<file path="src/rtl/round_robin_packet_arbiter.sv">
// Round-robin packet arbiter for a shared NoC output resource.
// The winner is picked round-robin among packets. Once a head flit transfers
// without its tail, the grant stays on that requester until its tail transfers.
// The grant is combinational over registered state: pointer, lock owner and FSM.
// Optional build macro ROUND_ROBIN_PACKET_ARBITER_LOCK_WATCHDOG_EN adds
// lock_timeout_o, a sticky flag raised after LockTimeoutCycles stalled cycles
// in LOCKED. It is diagnostic only and never alters arbitration.
module round_robin_packet_arbiter #(
    parameter int NumberOfRequesters = 4,
    parameter int LockTimeoutCycles  = 1024
) (
    input  logic                                  clk_i,
    input  logic                                  rst_i,
    input  logic [NumberOfRequesters-1:0]         request_i,
    input  logic [NumberOfRequesters-1:0]         last_i,
    input  logic                                  ready_i,
    output logic [NumberOfRequesters-1:0]         grant_o,
    output logic                                  grant_valid_o,
    output logic [$clog2(NumberOfRequesters)-1:0] grant_id_o,
    output logic                                  locked_o
`ifdef ROUND_ROBIN_PACKET_ARBITER_LOCK_WATCHDOG_EN
    ,
    output logic                                  lock_timeout_o
`endif
);

    localparam int IdW = $clog2(NumberOfRequesters);

    typedef enum logic {
        IDLE   = 1'b0,
        LOCKED = 1'b1
    } state_t;

    // Reject configurations outside the supported range at elaboration time.
    if (NumberOfRequesters < 2 || NumberOfRequesters > 32) begin : g_bad_requesters
        $error("round_robin_packet_arbiter: NumberOfRequesters must be 2..32");
    end
    if (LockTimeoutCycles < 2) begin : g_bad_timeout
        $error("round_robin_packet_arbiter: LockTimeoutCycles must be >= 2");
    end

    state_t         state_q, state_d;
    logic [IdW-1:0] pointer_q, pointer_d;
    logic [IdW-1:0] lock_id_q, lock_id_d;

    logic           rr_found;
    logic [IdW-1:0] rr_id;
    logic           transfer;

    // Index that follows id in the ring of requesters.
    function automatic logic [IdW-1:0] next_index(input logic [IdW-1:0] id);
        if (int'(id) == NumberOfRequesters - 1) begin
            return '0;
        end
        return id + IdW'(1);
    endfunction

    // Round-robin search: start at pointer_q, ascend, wrap from N-1 to 0.
    always_comb begin
        int             idx;
        logic [IdW-1:0] idx_id;
        rr_found = 1'b0;
        rr_id    = '0;
        idx      = 0;
        idx_id   = '0;
        for (int k = 0; k < NumberOfRequesters; k++) begin
            idx = int'(pointer_q) + k;
            if (idx >= NumberOfRequesters) begin
                idx = idx - NumberOfRequesters;
            end
            idx_id = idx[IdW-1:0];
            if (!rr_found && request_i[idx_id]) begin
                rr_found = 1'b1;
                rr_id    = idx_id;
            end
        end
    end

    // Grant outputs: the round-robin winner in IDLE, the lock owner in LOCKED.
    always_comb begin
        grant_o       = '0;
        grant_valid_o = 1'b0;
        grant_id_o    = '0;
        locked_o      = (state_q == LOCKED);
        if (state_q == LOCKED) begin
            grant_o[lock_id_q] = 1'b1;
            grant_valid_o      = request_i[lock_id_q];
            grant_id_o         = lock_id_q;
        end else if (rr_found) begin
            grant_o[rr_id] = 1'b1;
            grant_valid_o  = 1'b1;
            grant_id_o     = rr_id;
        end
    end

    assign transfer = grant_valid_o & ready_i;

    // Next-state logic: only a transfer commits a lock, a release or a pointer move.
    always_comb begin
        state_d   = state_q;
        pointer_d = pointer_q;
        lock_id_d = lock_id_q;
        if (transfer) begin
            if (state_q == IDLE) begin
                if (last_i[grant_id_o]) begin
                    pointer_d = next_index(grant_id_o);
                end else begin
                    state_d   = LOCKED;
                    lock_id_d = grant_id_o;
                end
            end else if (last_i[lock_id_q]) begin
                state_d   = IDLE;
                pointer_d = next_index(lock_id_q);
            end
        end
    end

    // Arbitration state register; reset drops any lock immediately.
    always_ff @(posedge clk_i or posedge rst_i) begin
        if (rst_i) begin
            state_q   <= IDLE;
            pointer_q <= '0;
            lock_id_q <= '0;
        end else begin
            state_q   <= state_d;
            pointer_q <= pointer_d;
            lock_id_q <= lock_id_d;
        end
    end

`ifdef ROUND_ROBIN_PACKET_ARBITER_LOCK_WATCHDOG_EN
    localparam int CntW = $clog2(LockTimeoutCycles + 1);

    logic [CntW-1:0] stall_cnt_q, stall_cnt_d;
    logic            timeout_q;

    // Stall count: grows on each stalled LOCKED cycle, saturates at the limit.
    always_comb begin
        stall_cnt_d = stall_cnt_q;
        if (state_q != LOCKED || transfer) begin
            stall_cnt_d = '0;
        end else if (stall_cnt_q != CntW'(LockTimeoutCycles)) begin
            stall_cnt_d = stall_cnt_q + CntW'(1);
        end
    end

    // Counter and sticky flag; the flag rises on the edge the count hits the limit.
    always_ff @(posedge clk_i or posedge rst_i) begin
        if (rst_i) begin
            stall_cnt_q <= '0;
            timeout_q   <= 1'b0;
        end else begin
            stall_cnt_q <= stall_cnt_d;
            timeout_q   <= timeout_q | (stall_cnt_d == CntW'(LockTimeoutCycles));
        end
    end

    assign lock_timeout_o = timeout_q;
`endif

endmodule

</file>
<file path="config.mk">
export PLATFORM = sky130hd
export DESIGN_NAME = round_robin_packet_arbiter
export DESIGN_NICKNAME = d
export VERILOG_FILES = /design/src/rtl/round_robin_packet_arbiter.sv
export SDC_FILE = /design/constraint.sdc
export NUM_CORES = 1
export LEC_CHECK = 0
export ABC_AREA = 1
export BUFFER_PORTS_ARGS = -buffer_cell sky130_fd_sc_hd__buf_2
export CORE_MARGIN = 2
export CORE_UTILIZATION = 35
export CTS_CLUSTER_DIAMETER = 40
export DETAILED_ROUTE_END_ITERATION = 12
export PLACE_DENSITY_LB_ADDON = 0.12
export SETUP_SLACK_MARGIN = 0.02
export SYNTH_ARGS = -nofsm -noshare
export SYNTH_HDL_FRONTEND = slang
export SYNTH_SLANG_ARGS = --single-unit
</file>
<file path="constraint.sdc">
create_clock -name clk_i -period 2.27 [get_ports clk_i]
set_clock_uncertainty 0.2 [all_clocks]
set_input_delay 0.227 -clock clk_i [delete_from_list [all_inputs] [get_ports clk_i]]
set_output_delay 0.227 -clock clk_i [all_outputs]
set_load 0.02 [all_outputs]
</file>
==> results.txt <==
----------------------------------------------------
[Outcome]
  Outcome ... complete, but fails checks
  Violated checks ... setup timing

[Floorplanning]
  Area of the core ... about 0.0022 mm^2
  Initial standard-cell utilization of the core ... 0.366
  Vert. Die Dim ... 51.9 um
  Row cnt ... 17
  IO Count ... 19
  Total die area ... approximately 0.0027 mm^2
  Die boundary width ... 51.9 um

[Cells and area]
  Share of layout cells above drive strength 1 ... 0.548
  Final layout net count ... between 150 and 200
  Synthesis-to-layout area growth ... 53.7%
  Antenna diode instance count ... 0
  Number of fill cells ... 210

[Setup path]
  Class of the most critical setup path ... flop to output pin
  Startpoint class of the critical path ... flop
  Critical Path Slowest Stage Cell ... dfrtp_2
  Maximum fanout count along the critical path ... 5
  CP most frequent cell ... nand2_2
  Crit. End Element ... output pin
  Crit path cell chain ... buf_6 -> nand2_1 -> nand2_2 -> nand2_1 -> nand2_2 -> nor2_4 -> nand3_2 -> nand2_2 -> inv_2 -> a22o_1 -> buf_6
  Data required time of the critical path ... around 1800 ps
  Reg2Reg Setup Slack ... ~20 ps
  Arrival time at the worst endpoint ... between 1500 and 2000 ps
  Maximum single-stage delay on the critical path ... roughly 460 ps

[Synth]
  Synthesized cell area ... roughly 800 um^2
  Synthesis warning total ... 0
  Cell accounting for the most synthesized area ... nand2_1
  Most used standard cell by instance count after synthesis ... nand2_1
  Synth Area in Simple Gates ... 0.585
  Post-synthesis compound-gate area fraction ... 0.0905
  Main area contributors after synthesis ... nand2_1 (23%), dfrtp_1 (16%), nand3_1 (9.4%)
  Parity-gate share of the synthesized area counting xor and xnor cells ... 0
  Distinct cells, synth ... 22
  Largest family of logic cells by synthesized area ... simple AND/OR/NAND/NOR gates
  Mapped Avg Cell Area ... ~6.1 um^2
  Main flop type after synthesis ... dfrtp_1
  Number of enable-type register cells in the synthesized netlist ... 0
  Share of the yosys chip area belonging to registers ... 0.156
  Synthesis-stage register bit count ... 5
  Proportion of register bits with asynchronous set or reset after synthesis ... 1.00
  Net count of the mapped netlist ... approximately 150
  Multiplexer fraction of the synthesized cell area ... 0
  Mapped Cells ... 132
  Fraction of synthesized cell area taken by the top area cell type ... 0.234
  Adder-Cell Fraction of Synth Area ... 0.0624
  Post-synth top cells ... nand2_1 (50), nand3_1 (15), inv_1 (13), nand2_2 (11), nand3_2 (6)

[Timing]
  Fmax ... around 0.44 GHz
  RSZ-0062 raised after global routing ... yes
  Shortest period the worst path allows ... between 2000 and 2500 ps
  Final worst-path cycle share ... 1.01
  Number of endpoints failing setup at the final stage ... 4
  Setup_tns ... -56.3 ps
  Final max-slew violation count ... 0
  Endpoints failing hold ... 0
  Worst-case headroom to the max-slew limit ... 0.786
  Post-route worst setup slack ... -23.8 ps
  Final hold slack ... about 180 ps
  Worst slew pin tran ... about 320 ps

[Route]
  Avg Vias per Cell ... approximately 4.8
  Detailed-route DRC error count ... 0
  Vias ... about 930
  First DRT Iteration DRCs ... 6
  DRT Pass-1 Iters ... 4
  Wirelength per Cell ... roughly 11 um
  Number of nets with antenna violations after routing ... 0
  Final wirelength ... between 2000 and 2500 um

[Clocking]
  CTS tree ... yes
  Htree depth ... 1
  Total clock buffers created by CTS ... 3
  Clock Tree Root ... clkbuf_4
  Reg clk slew, reported paths ... 40 ps
  Buffer levels on the longest clock path ... 2
  Clock latency of the later-clocked register in the worst-skew pair ... about 240 ps
  Total number of clock tree sinks ... 5

[Place]
  Gp weighted congestion ... between 0.7 and 0.8
  Count of input and output buffers ... 18
  Placed wire-length estimate ... 1650 um

[Job]
  Maximum capacitance violations ... 0

[Hold path]
  Min-delay worst type ... primary input to flop

[Global route]
  Number of global-route vias before repair ... between 800 and 900
  Maximum number of pins on one net before global-route repair ... 13
  Total global routing overflow ... 0
  Number of antenna violations at the first check in global routing ... 0
  All-Layer GR Usage ... 0.174
  First-pass GRT wire length ... 3590 um

----------------------------------------------------
critical path, delay by kind of cell (launching register included):
| family | cells | cell delay [ps] |
|---|---|---|
| AOI/OAI and AO/OA | 1 | 210 |
| and+or+nand+nor | 7 | 620 |
| buffers and inverters | 3 | 340 |
| DFF | 1 | 460 |
per-stage QoR:
step	setup WS [ps]	area, um^2	std cells	utilization
global placement	155	935	179	0.427
finish	-23.8	1230	194	0.563
floorplan	190	802	132	-
detailed placement	122	935	179	0.427
CTS	-44.0	1140	192	0.521
global route	-130	1230	194	0.563
layer usage:
layer  track usage  part of all wire  vias to the layer above
met2         0.319              0.54                        9
met3       0.00862            0.0091                        4
li1              -                 -                      487
met4        0.0746             0.013                        0
met1         0.208              0.44                      425
met5             0                 0                        -
sequential cells by signal, summed over array words and instances, names as in the netlist:
name	count
locked_o	1
pointer_q	2
lock_id_q	2
cell usage in the layout, fill, tap and decap left out, drive strengths merged:
cell type / count
buf: 30
clkbuf: 4
dfrtp: 5
nand3: 21
nand4: 2
nand2: 64
ha: 4
a22oi: 1
dlygate4sd3: 1
o21ai: 6
o21a: 1
nor2: 4
a21oi: 2
clkinvlp: 1
inv: 18
a22o: 2
logic make-up (layout without fill, tap and decap cells):
kind of cell | Yosys count | count (layout)
adders and majority gates | 4 | 4
buffers and inverters | 20 | 54
and+or+nand+nor | 91 | 91
DFF | 5 | 5
AOI/OAI and AO/OA | 12 | 12
path summary, 6_finish.rpt:
path / from / end / cells past startpoint
setup / recovery: pointer_q[0] / grant_o[2] / 11
hold / removal: ready_i / locked_o / 4
setup reg to reg: pointer_q[0] / lock_id_q[0] / 17
hold reg to reg: lock_id_q[1] / lock_id_q[1] / 2
max in group asynchronous: rst_i / pointer_q[1] / 3
min in group asynchronous: rst_i / lock_id_q[0] / 3
layout make-up:
| cell class | instances | area, um^2 | share of cell area |
|---|---|---|---|
| clock buffer | 4 | 26.3 | 0.0213 |
| timing repair inverter | 1 | 7.51 | 0.00609 |
| timing repair buffer | 31 | 241 | 0.196 |
| multi-input combinational | 107 | 717 | 0.582 |
| sequential | 5 | 128 | 0.104 |
| tap | 28 | 35.0 | 0.0284 |
| inverter | 18 | 77.6 | 0.0629 |
what timing repair did:
item	CTS	global route
setup endpoints to repair	5	12
cloned	1	0
resized for setup	36	22
hold endpoints to repair	5	0
hold buffers	1	0
buffers inserted	7	2
pin swaps	18	14
Power is not shown: default switching activity piles up to over one toggle a cycle in this logic, so the estimate is an artifact.
